==> config.mk <==
export PLATFORM = sky130hd
export DESIGN_NAME = mod3_frame_tx
export DESIGN_NICKNAME = d
export VERILOG_FILES = /design/src/rtl/mod3_tx_pkg.sv /design/src/rtl/mod3_residue_tracker.sv /design/src/rtl/mod3_frame_tx.sv
export SDC_FILE = /design/constraint.sdc
export NUM_CORES = 1
export LEC_CHECK = 0
export ABC_AREA = 1
export CAP_MARGIN = 0
export CELL_PAD_IN_SITES_DETAIL_PLACEMENT = 2
export CELL_PAD_IN_SITES_GLOBAL_PLACEMENT = 2
export CORE_MARGIN = 2
export CORE_UTILIZATION = 28
export CTS_CLUSTER_SIZE = 16
export DETAILED_ROUTE_END_ITERATION = 8
export PLACE_DENSITY_LB_ADDON = 0.25
export SYNTH_ARGS = -nofsm -noshare
export SYNTH_HDL_FRONTEND = slang
export SYNTH_SLANG_ARGS = --single-unit
==> constraint.sdc <==
create_clock -name clk -period 1.35 [get_ports clk]
set_input_delay 0.27 -clock clk [delete_from_list [all_inputs] [get_ports clk]]
set_output_delay 0.27 -clock clk [all_outputs]
set_load 0.05 [all_outputs]
==> src/rtl/mod3_tx_pkg.sv <==
// mod3_tx_pkg: shared definitions for the divisible-by-3 frame transmitter.
//   state_t  : FSM encoding (IDLE, DATA, CHK, PRE)
//   RES_W    : width of the mod-3 residue
//   chk_bits : residue after the last data bit -> 2 check bits that make the
//              whole frame value a multiple of three
package mod3_tx_pkg;

  localparam int unsigned RES_W = 2;

  typedef enum logic [1:0] {
    IDLE = 2'b00,
    DATA = 2'b01,
    CHK  = 2'b10,
    PRE  = 2'b11
  } state_t;

  // Appending c shifts the payload left by two (x4 == x1 mod 3), so c must
  // equal (3 - r) mod 3: r=1 -> 2, r=2 -> 1, r=0 -> 0.
  function automatic logic [1:0] chk_bits(input logic [RES_W-1:0] r);
    logic [1:0] c;
    case (r)
      2'd0:    c = 2'b00;
      2'd1:    c = 2'b10;
      2'd2:    c = 2'b01;
      default: c = 2'b00;
    endcase
    return c;
  endfunction

endpackage

==> src/rtl/mod3_residue_tracker.sv <==
// mod3_residue_tracker: running value mod 3 of an MSB-first bit stream.
//   clk, rst  : clock, synchronous active-high reset (residue -> 0)
//   clr       : restart the stream (residue -> 0)
//   en        : data_bit is part of the stream this cycle
//   data_bit  : incoming stream bit
//   residue   : (value so far) mod 3, always in {0,1,2}
module mod3_residue_tracker
  import mod3_tx_pkg::*;
(
  input  logic             clk,
  input  logic             rst,
  input  logic             clr,
  input  logic             en,
  input  logic             data_bit,
  output logic [RES_W-1:0] residue
);

  // r' = (2r + b) mod 3, tabulated so no intermediate exceeds 2 bits.
  always_ff @(posedge clk) begin
    if (rst || clr) begin
      residue <= '0;
    end else if (en) begin
      case (residue)
        2'd0:    residue <= {1'b0, data_bit};
        2'd1:    residue <= data_bit ? 2'd0 : 2'd2;
        2'd2:    residue <= data_bit ? 2'd2 : 2'd1;
        default: residue <= '0;
      endcase
    end
  end

endmodule

==> src/rtl/mod3_frame_tx.sv <==
// mod3_frame_tx: sends a DATA_W-bit word MSB-first followed by two check
// bits so that the serial frame, read as a binary number, is divisible by 3.
//   clk, rst  : clock, synchronous active-high reset (aborts any frame)
//   ld_valid  : producer offers ld_data
//   ld_data   : payload word
//   ld_ready  : word accepted this cycle (IDLE and not in reset)
//   tx_bit    : serial bit (0 when tx_valid is low)
//   tx_valid  : tx_bit belongs to a frame
//   tx_first  : first bit of a frame
//   tx_last   : final check bit of a frame
//   busy      : frame in progress (state != IDLE)
// Build option MOD3_TX_PREAMBLE_EN: prefix each frame with one '0' start bit.
module mod3_frame_tx
  import mod3_tx_pkg::*;
#(
  parameter int unsigned DATA_W = 8
) (
  input  logic              clk,
  input  logic              rst,
  input  logic              ld_valid,
  input  logic [DATA_W-1:0] ld_data,
  output logic              ld_ready,
  output logic              tx_bit,
  output logic              tx_valid,
  output logic              tx_first,
  output logic              tx_last,
  output logic              busy
);

  localparam int unsigned CNT_W = (DATA_W > 1) ? $clog2(DATA_W) : 1;

`ifdef MOD3_TX_PREAMBLE_EN
  localparam bit PRE_EN = 1'b1;
`else
  localparam bit PRE_EN = 1'b0;
`endif

  state_t            state;
  logic [DATA_W-1:0] sreg;
  logic [CNT_W-1:0]  cnt;
  logic              chk_sec;
  logic [RES_W-1:0]  residue;
  logic [1:0]        c;
  logic              take;

  assign ld_ready = (state == IDLE) && !rst;
  assign take     = ld_valid && ld_ready;
  assign busy     = (state != IDLE);
  assign c        = chk_bits(residue);

  // Residue advances on the same edge a data bit is registered onto tx_bit,
  // so it is final when CHK starts.
  mod3_residue_tracker u_res (
    .clk      (clk),
    .rst      (rst),
    .clr      (take),
    .en       (state == DATA),
    .data_bit (sreg[DATA_W-1]),
    .residue  (residue)
  );

  always_ff @(posedge clk) begin
    if (rst) begin
      state    <= IDLE;
      sreg     <= '0;
      cnt      <= '0;
      chk_sec  <= 1'b0;
      tx_bit   <= 1'b0;
      tx_valid <= 1'b0;
      tx_first <= 1'b0;
      tx_last  <= 1'b0;
    end else begin
      tx_bit   <= 1'b0;
      tx_valid <= 1'b0;
      tx_first <= 1'b0;
      tx_last  <= 1'b0;
      case (state)
        IDLE: begin
          if (take) begin
            sreg    <= ld_data;
            cnt     <= CNT_W'(DATA_W - 1);
            chk_sec <= 1'b0;
`ifdef MOD3_TX_PREAMBLE_EN
            state   <= PRE;
`else
            state   <= DATA;
`endif
          end
        end
        PRE: begin
`ifdef MOD3_TX_PREAMBLE_EN
          tx_valid <= 1'b1;
          tx_first <= 1'b1;
          state    <= DATA;
`else
          state    <= IDLE;
`endif
        end
        DATA: begin
          tx_bit   <= sreg[DATA_W-1];
          tx_valid <= 1'b1;
          tx_first <= !PRE_EN && (cnt == CNT_W'(DATA_W - 1));
          sreg     <= sreg << 1;
          if (cnt == '0) begin
            state <= CHK;
          end else begin
            cnt <= cnt - CNT_W'(1);
          end
        end
        CHK: begin
          tx_valid <= 1'b1;
          if (!chk_sec) begin
            tx_bit  <= c[1];
            chk_sec <= 1'b1;
          end else begin
            tx_bit  <= c[0];
            tx_last <= 1'b1;
            state   <= IDLE;
          end
        end
        default: state <= IDLE;
      endcase
    end
  end

endmodule
Word level (Yosys, flattened, before mapping) --
Index checks and enable logic that the tools add are counted.
Word-level totals: bits in registers 20, input port bits 11, output and inout port bits 6, word-level logic and storage cells 58
Operators by class: add/sub/neg operators 1, equal/unequal tests 10, mux-type cells 19, bitwise gates (word level) 2, reductions and logical operators 17
Operator list (count):
- 8-bit case mux with 2 select lines | 1
- 2-bit 2-to-1 mux | 5
- 8-bit 2-to-1 mux | 1
- 2-bit case mux with 4 select lines | 1
- 2-bit equality test (second input constant) | 3
- 3-bit 2-to-1 mux | 2
- 2-bit inequality test (second input constant) | 3
- 2-bit case mux with 3 select lines | 1
- 3-bit case mux with 2 select lines | 1
- 3-bit AND reduction | 2
- 2-bit nonzero test | 3
- 2-bit OR reduction | 3
- 2-bit by 1-bit equality test with 1-bit output (second input constant) | 2
- 2-bit zero test | 2
- 1-bit 2-to-1 mux | 4
- 1-bit case mux with 2 select lines | 2
- 2-bit case mux with 2 select lines | 1
- 2-bit AND reduction | 2
- 3-bit equality test (second input constant) | 1
- 3-bit zero test | 1
- 3-bit by 1-bit subtractor with 3-bit output (second input constant) | 1
- 1-bit logical AND | 2
- 2-bit by 1-bit inequality test with 1-bit output (second input constant) | 1
- 1-bit NOT | 2
- 2 further kinds | 2

Depth between registers and ports, before layout --
Gate-level depths: netlist (run 1).
depth in word-level cells 5, mapped depth 10, gate-level depth less buffers 9

By module --
From an unflattened synthesis (run 1), not the netlist that was laid out.
Unflattened totals: cells, all modules 153, area total of the unflattened synthesis 1031.0 µm²
Modules (own cells, without submodules):
- mod3_frame_tx | times used 1, cells an instance 137, area an instance 928.4 µm²
- mod3_residue_tracker | times used 1, cells an instance 16, area an instance 102.6 µm²

Worst setup path after synthesis (run 1) --
No wires, ideal clock.
path type reg2out, from reg state[0], to out ld_ready, arrival time 1657 ps, data required time 1080 ps, slack -577 ps, cell stages (with the launch flop) 5, buffers on the path 0, path through dfxtp_1 inv_1 ha_1 inv_1 nor2_1
On the way: cells in the longest elaborated chain, start to end 2
RTL lines:
- start, declared | line mod3_frame_tx.sv:38 | state_t state;
- start signal, assigned | line mod3_frame_tx.sv:64 | state <= IDLE;
- start signal, assigned | line mod3_frame_tx.sv:86 | state <= DATA;
- start signal, assigned | line mod3_frame_tx.sv:96 | state <= IDLE;
- 2-bit zero test | line mod3_frame_tx.sv:46 | assign ld_ready = (state == IDLE) && !rst;
- 1-bit logical AND | line mod3_frame_tx.sv:46
- end, declared | line mod3_frame_tx.sv:22 | output logic ld_ready,
Every way passes these cells.

Final worst setup path (run 1) --
Same ends and word-level chain as after synthesis.

==> impl_metrics.toml, run 1 <==
[synthesis]
yosysMostFrequentCell = "nand2_1"
ys_ff_latch = 20
async_flop_share = 0
synth_top_area_cell = "dfxtp_1"
yosysTopAreaCellShare = 0.386
ys.warnings.count = 0
synth_ff_type = "dfxtp_1"
synthCells = 151
synth_edf_count = 0
seq_area_frac_synth = 0.386
netlist_area_mm2 = 0.00104
synth_common_cells = "nand2_1 (47), nor2_1 (27), dfxtp_1 (20)"
ys_top_cells_by_area = "dfxtp_1 (39%), nand2_1 (17%), nor2_1 (9.8%)"
syn_area_per_cell_um2 = 6.86
synth_cell_types = 18
syn_nets = 169

[critical_path]
cp.buffers_inverters = 3
crit_chain = "inv_2 -> ha_4 -> clkinvlp_4 -> nor2_4 -> buf_12"
startpoint_type = "flop"
crit_fanout = 2
end_kind = "output port"
path_class = "reg2out"
max_stage_delay_ns = 0.33
arrival_ns = 1.25
cpMaxStageDelayCell = "dfxtp_2"
required_ns = 1.08
crit_family = "buffers and inverters"

[sta]
period_share = 1.12
setup_viol = 10
clock_skew_ns = 0.00900
clock.fmax_mhz = 660
finalHoldViolations = 0
finalWorstSetupSlack_ns = -0.166
relSlewSlack = 0.802
hold-worst-slack_ns = 0.481
worst_pin_slew_ns = 0.295
slew_violations = 0
rsz0062_at_grt = "yes"
min_period_ns = 1.52

[pwr]
netSwitchingFraction = 0.478
clockPowerShare = 0.102
leakage_nw = 0.750
total_power_mw = 4.01
power.switching_mw = 1.92
max-vdd-ir-drop_mv = 0.771
power_density_mw_per_mm2 = 2290
p_comb_frac = 0.674
power_frac_seq = 0.224
p_int_mw = 2.10

[floorplan]
rows = 22
core-area_mm2 = 0.00361
die_area_mm2 = 0.00420
io_pins = 17
floorplan.initialDensity = 0.287
die_y_um = 64.8
die_x_um = 64.8

[finish]
diodes = 0
area_growth_pct = 69.1
drive_gt1_frac = 0.405
nNetsFinal = 205
stdcell_area_mm2 = 0.00175

[placement]
place_area_mm2 = 0.00139
place.gp.congestion = 0.747
portBuffers = 16
pre_cts_slack_ns = -0.243
hpwl_um = 2600

[clock_network]
cts.root.buffer_cell = "clkbuf_8"
insertion_delay_ns = 0.26
cts_tree = "done"
cts-hold-fix-buffers = 0
htree_levels = 1
numCtsBuffers = 3
clk_pin_slew_worst_paths_ns = 0.08
cts_buffer_depth = 2
cts_sinks = 20

[detailed_routing]
first_iter_violations = 29
drtAntennaViolNets = 0
routedWlPerCell_um = 17.7
drc = 0
totalWireLength_um = 4120
num_vias = 1102
via_per_inst = 4.73
dr.pass1.iters = 4

[grt]
grt_pass1_vias = 1324
overflow = 0
grt_pass1_wl_um = 6550
grt_max_degree = 16
grtUsageTotal = 0.210
grt_antenna_before_repair = 0

[status]
status = "finished with violations"
violations = "setup timing"

[job]
drv_cap = 0

[worst_hold_path]
worst_hold_path_type = "reg2reg"
## path summary, 6_finish.rpt
kind / cells past startpoint / start / slack (ns) / end
worst min-delay path: 2 / sreg[0]$_SDFFE_PP0P_ / 0.48 / sreg[0]$_SDFFE_PP0P_
worst min register to register: 2 / sreg[0]$_SDFFE_PP0P_ / 0.48 / sreg[0]$_SDFFE_PP0P_
worst max register to register: 10 / state[0]$_SDFFE_PP0P_ / -0.08 / sreg[0]$_SDFFE_PP0P_
worst max-delay path: 5 / state[0]$_SDFFE_PP0P_ / -0.17 / ld_ready
## layer usage
layer	vias to the layer above	global-route usage	wire length (µm)
met2	18	0.424	2340
met4	0	0.0691	89
met3	8	0.0260	75
met5	-	0	0
li1	534	-	-
met1	542	0.218	1620
## power groups by stage
stage | Clock (mW) | Combinational [mW] | Sequential, mW
2_1_floorplan | 0 | 1.07 | 0.886
3_3_place_gp | 0 | 1.64 | 0.862
3_5_place_dp | 0 | 1.75 | 0.879
4_1_cts | 0.421 | 2.34 | 0.875
5_1_grt | 0.458 | 2.91 | 0.921
6_report | 0.408 | 2.70 | 0.899
## layout make-up
| class | instances | area (µm²) |
|---|---|---|
| fill | 388 | 1850 |
| inverter | 16 | 81.3 |
| multi-input combinational | 112 | 787 |
| tap | 48 | 60.1 |
| sequential | 20 | 403 |
| timing repair buffer | 34 | 379 |
| clock buffer | 3 | 41.3 |
## through the flow
step / util / TNS, ns / instances
floorplan: - / -0.491 / 151
global placement: 0.385 / -2.01 / 220
detailed placement: 0.385 / -3.07 / 220
CTS: 0.459 / -0.461 / 233
global route: 0.486 / -1.41 / 233
finish: 0.486 / -0.679 / 233
## timing repair
item                                    4_1_cts  5_1_grt
pin swaps                                    12       15
endpoints found under the setup margin       16       17
resized for setup                            35       30
gates cloned                                  1        0
setup buffers                                 9        2
## sequential cells by signal, indices dropped and copies added, names as in the netlist
name / cells
chk_sec: 1
tx_bit: 1
cnt: 3
sreg: 8
tx_first: 1
tx_valid: 1
tx_last: 1
state: 2
u_res.residue: 2
## worst register-to-register path, stage by stage, from the launching register on
cell	delay, ns
dfxtp_2	0.33
inv_2	0.08
ha_4	0.16
clkinvlp_4	0.11
buf_6	0.14
buf_6	0.12
nand2_8	0.07
nand2_8	0.08
clkinv_8	0.11
nand2_4	0.05
a21oi_2	0.11
## cells in the final DEF (no fill, tap or decap), drive strengths merged, types with 3 or more instances in the layout
cell type / count
a21oi: 4
buf: 24
clkbuf: 3
clkdlybuf4s50: 8
dfxtp: 20
ha: 7
inv: 14
nand2: 51
nand3: 10
nor2: 27
o21ai: 11
## cell families (layout without fill, tap and decap cells)
kind of cell | count (synthesis) | after routing | synth area share
AO/OA/AOI/OAI | 16 | 16 | 0.0870
XOR/XNOR | 1 | 1 | 0.00846
adder cells (fa/ha/maj) | 7 | 7 | 0.0845
buffers and inverters | 20 | 53 | 0.0821
flip-flops | 20 | 20 | 0.386
AND/OR/NAND/NOR | 87 | 88 | 0.351
No activity file was read; power rests on OpenSTA's default activity.
==> inputs of run 2 (changes only) <==
- MAX_ROUTING_LAYER: not set -> met4
==> run 2 against run 1 <==
Effect of this change:
- the run still ends with setup timing left
- die area unchanged
- cell count unchanged
- worst hold slack worse by 0.0020 ns
- total power down 0.14%
- count of clock-buffer cells in the layout unchanged
==> impl_metrics.toml, run 2 (synthesis results as in run 1) <==
[placement]
place.gp.congestion = 0.757
hpwl_um = 2600
pre_cts_slack_ns = -0.243
portBuffers = 16
placedCellCount = 220
place_area_mm2 = 0.00139

[grt]
grt_pass1_vias = 1327
grt_max_degree = 16
grt_antenna_before_repair = 0
grtUsageTotal = 0.215
overflow = 0
grt_pass1_wl_um = 6530

[critical_path]
path_class = "reg2out"
arrival_ns = 1.23
end_kind = "output port"
crit_chain = "inv_2 -> ha_4 -> clkinvlp_4 -> nor2_4 -> buf_12"
cp.buffers_inverters = 3
cpMaxStageDelayCell = "dfxtp_2"
crit_family = "buffers and inverters"
crit_fanout = 2
reg2reg_slack_ns = -0.08
startpoint_type = "flop"
r2r_cells = 10
max_stage_delay_ns = 0.33
r2r_start = "state[0]$_SDFFE_PP0P_"
r2r_end = "sreg[0]$_SDFFE_PP0P_"
required_ns = 1.08

[pwr]
power_density_mw_per_mm2 = 2290
p_int_mw = 2.10
leakage_nw = 0.750
max-vdd-ir-drop_mv = 0.766
clockPowerShare = 0.101
netSwitchingFraction = 0.477
power_frac_seq = 0.224
power.switching_mw = 1.91
p_comb_frac = 0.675

[floorplan]
io_pins = 17
core-area_mm2 = 0.00361
die_x_um = 64.8
rows = 22
floorplan.initialDensity = 0.287
die_y_um = 64.8
die_area_mm2 = 0.00420

[finish]
area_growth_pct = 69.1
layout.cells.most_common = "nand2_1"
stdcell_area_mm2 = 0.00175
largest_register_ffs = 8
regMostFlops = "sreg"
diodes = 0
fillers = 388
most-common-layout-cells = "nand2_1 (37), dfxtp_1 (18), nor2_1 (16)"
drive_gt1_frac = 0.405
final_core_util = 0.486
instances_no_fill = 233
largestRegisters = "sreg: 8 flops, cnt: 3 flops"
nNetsFinal = 205

[detailed_routing]
num_vias = 1103
dr.pass1.iters = 4
drc = 0
first_iter_violations = 39
drtAntennaViolNets = 0
routedWlPerCell_um = 17.7
via_per_inst = 4.73
totalWireLength_um = 4120

[sta]
rsz0062_at_grt = "yes"
clock.fmax_mhz = 665
slew_violations = 0
period_share = 1.11
worst_pin_slew_ns = 0.296
tns_ns = -0.626
finalWorstSetupSlack_ns = -0.154
finalHoldViolations = 0
setup_viol = 10
clock_skew_ns = 0.00708
relSlewSlack = 0.802
min_period_ns = 1.50

[clock_network]
cts_buffer_depth = 2
cts_tree = "done"
cts.root.buffer_cell = "clkbuf_8"
htree_levels = 1
cts_sinks = 20
insertion_delay_ns = 0.26
clk_pin_slew_worst_paths_ns = 0.08
numCtsBuffers = 3

[status]
status = "finished with violations"
violations = "setup timing"

[worst_hold_path]
worstHoldPathCells = 2
hold_start = "sreg[0]$_SDFFE_PP0P_"
min_to = "sreg[0]$_SDFFE_PP0P_"
worst_hold_path_type = "reg2reg"

[job]
drv_cap = 0
## run 2: cell counts in the layout (fill, tap and decap cells not counted)
No cell type changed its count.
## run 2: worst max-delay path by stage
stage                           end  slack, ns  cells after the start             startpoint
5_1_grt                    ld_ready      -0.21                      5  state[0]$_SDFFE_PP0P_
3_5_place_dp    cnt[0]$_SDFFE_PP0P_      -0.24                      7               ld_valid
4_1_cts                    ld_ready      -0.13                      5  state[0]$_SDFFE_PP0P_
2_1_floorplan              ld_ready      -0.15                      4  state[1]$_SDFFE_PP0P_
6_report                   ld_ready      -0.15                      5  state[0]$_SDFFE_PP0P_
3_3_place_gp   sreg[1]$_SDFFE_PP0P_      -0.14                      7                    rst
## run 2: metal layers
| layer | track usage | vias to the layer above | routed length (µm) |
|---|---|---|---|
| met3 | 0.0260 | 8 | 76 |
| met4 | 0.0691 | 0 | 89 |
| met2 | 0.424 | 14 | 2350 |
| met1 | 0.217 | 546 | 1610 |
| met5 | - | - | 0 |
| li1 | - | 535 | - |
## run 2: tightest hold or removal path, stage by stage (launching register included)
cell and delay (ns):
dfxtp_1 0.34, nand2_4 0.06, a21oi_2 0.04
## run 2: through the flow
step	power, mW	hold WS [ns]
final	4.01	0.479
after global routing	4.29	0.508
after CTS	3.64	0.478
after detailed placement	2.63	0.452
after global placement	2.50	0.446
after floorplan	1.95	0.332
## run 2: area by class of cell
cell class | instances | area (µm²) | area share
Clock buffer | 3 | 41.3 | 0.0236
Inverter | 16 | 81.3 | 0.0464
Multi-Input combinational cell | 112 | 787 | 0.449
Sequential cell | 20 | 403 | 0.230
Tap cell | 48 | 60.1 | 0.0343
Timing Repair Buffer | 34 | 379 | 0.216
## run 2: timing repair
item	CTS	global route
setup endpoints to repair	16	17
setup buffers	9	2
hold buffers	0	0
endpoints found under the hold margin	0	0
gates resized for setup	35	30
pin swaps	12	15
cloned	1	0
## run 2: power by group through the flow
stage / sequential [mW] / clock [mW] / combinational [mW]
after CTS: 0.875 / 0.421 / 2.34
after floorplan: 0.886 / 0 / 1.07
final: 0.898 / 0.405 / 2.70
after detailed placement: 0.879 / 0 / 1.75
after global placement: 0.862 / 0 / 1.64
after global routing: 0.921 / 0.458 / 2.91
==> inputs of run 3 (changes only) <==
- CORE_MARGIN: 2 -> 3
==> run 3 against run 2 <==
Effect of this change:
- the flow still finishes with violations (setup timing)
- worst hold slack better by 0.015 ns
- largest power group unchanged
- flip-flop and latch count unchanged
- critical path type unchanged
- worst setup slack got worse by 0.060 ns
==> impl_metrics.toml, run 3 (synthesis results as in run 1) <==
[sta]
hold-worst-slack_ns = 0.494
rsz0062_at_grt = "yes"
period_share = 1.16
relSlewSlack = 0.789
slew_violations = 0
worst_pin_slew_ns = 0.316
clock_skew_ns = 0.00302
setup_viol = 17
finalHoldViolations = 0
finalWorstSetupSlack_ns = -0.214
min_period_ns = 1.56
clock.fmax_mhz = 639

[detailed_routing]
route.met3.wl_um = 131
via_per_inst = 5.02
drc = 0
dr.pass1.iters = 4
totalWireLength_um = 5860
first_iter_violations = 51
wl_met1_um = 2260
num_vias = 1215
met2WireLength_um = 3190
routedWlPerCell_um = 24.2
top_layer = "met4"
drtAntennaViolNets = 0

[grt]
grt_pass1_wl_um = 6730
grt_antenna_before_repair = 0
grtUsageTotal = 0.219
overflow = 0
grt_pass1_vias = 1251
grt_max_degree = 16

[pwr]
p_int_mw = 2.45
p_comb_frac = 0.699
leakage_nw = 0.831
power_frac_seq = 0.197
power.switching_mw = 2.36
clockPowerShare = 0.104
power_density_mw_per_mm2 = 2450
netSwitchingFraction = 0.490
max-vdd-ir-drop_mv = 1.12

[critical_path]
arrival_ns = 1.29
end_kind = "output port"
startpoint_type = "flop"
crit_family = "flip-flops"
cp.buffers_inverters = 3
crit_chain = "inv_2 -> ha_4 -> clkinvlp_4 -> nor2_4 -> buf_12"
path_class = "reg2out"
max_stage_delay_ns = 0.35
required_ns = 1.08
crit_fanout = 3
cpMaxStageDelayCell = "dfxtp_2"

[floorplan]
floorplan.initialDensity = 0.301
core-area_mm2 = 0.00344
rows = 21
die_x_um = 66.8
die_area_mm2 = 0.00447
io_pins = 17
die_y_um = 66.8

[clock_network]
cts_tree = "done"
numCtsBuffers = 3
cts.root.buffer_cell = "clkbuf_8"
htree_levels = 1
cts_buffer_depth = 2
clk_pin_slew_worst_paths_ns = 0.09
insertion_delay_ns = 0.27
cts_sinks = 20

[worst_hold_path]
worst_hold_path_type = "in2reg"

[finish]
nNetsFinal = 215
instances_no_fill = 242
regMostFlops = "sreg"
largest_register_ffs = 8
area_growth_pct = 89.3
drive_gt1_frac = 0.505
final_core_util = 0.570
layout.cells.most_common = "nand2_1"
most-common-layout-cells = "nand2_1 (31), dfxtp_1 (18), buf_4 (17)"
largestRegisters = "sreg: 8 flops, cnt: 3 flops"
diodes = 0

[placement]
hpwl_um = 2640
portBuffers = 16
placedCellCount = 220
place.gp.congestion = 0.774

[status]
status = "finished with violations"
violations = "setup timing"

[job]
drv_cap = 0
## run 3: metal layers
metal  global-route usage  vias to the layer above
met5                    -                        -
met4               0.0711                        0
met3               0.0287                       19
met2                0.411                       35
met1                0.235                      603
li1                     -                      558
## run 3: worst min-delay path: cells and delay by family
kind / cells / cell delay (ns)
AOI/OAI and AO/OA: 1 / 0.04
buffers and inverters: 2 / 0.42
## run 3: final timing paths
kind	start	depth (start not counted)	slack [ns]	endpoint
worst max register to register	state[0]$_SDFFE_PP0P_	10	-0.20	sreg[5]$_SDFFE_PP0P_
worst min register to register	chk_sec$_SDFFE_PP0P_	2	0.50	tx_last$_SDFF_PP0_
worst min-delay path	rst	3	0.49	sreg[0]$_SDFFE_PP0P_
worst max-delay path	state[0]$_SDFFE_PP0P_	5	-0.21	ld_ready
## run 3: cell type report
type / count / area, µm²
clock buffer: 4 / 55.1
fill: 364 / 1480
inverter: 16 / 78.8
multi-input combinational: 112 / 875
sequential: 20 / 403
tap: 46 / 57.6
timing repair buffer: 44 / 492
## run 3: power groups by stage
stage / combinational, mW / sequential [mW] / clock (mW)
after floorplan: 1.07 / 0.886 / 0
after global placement: 1.66 / 0.867 / 0
after detailed placement: 1.78 / 0.888 / 0
after CTS: 2.15 / 0.885 / 0.501
after global routing: 3.56 / 0.959 / 0.524
final: 3.36 / 0.946 / 0.501
## run 3: what timing repair did
| item | in CTS | in global routing |
|---|---|---|
| hold buffers | 0 | 0 |
| setup endpoints to repair | 16 | 17 |
| cloned | 1 | 0 |
| gates resized for setup | 20 | 70 |
| buffers inserted | 7 | 14 |
| pin swaps | 8 | 30 |
## run 3: through the flow
step	TNS [ns]	setup slack (ns)	cell area, µm²	power, mW
after floorplan	-0.491	-0.149	1060	1.95
after global placement	-1.73	-0.140	1400	2.53
after detailed placement	-2.73	-0.224	1400	2.66
after CTS	-0.958	-0.171	1600	3.53
after global routing	-3.21	-0.273	1960	5.04
final	-2.07	-0.214	1960	4.81
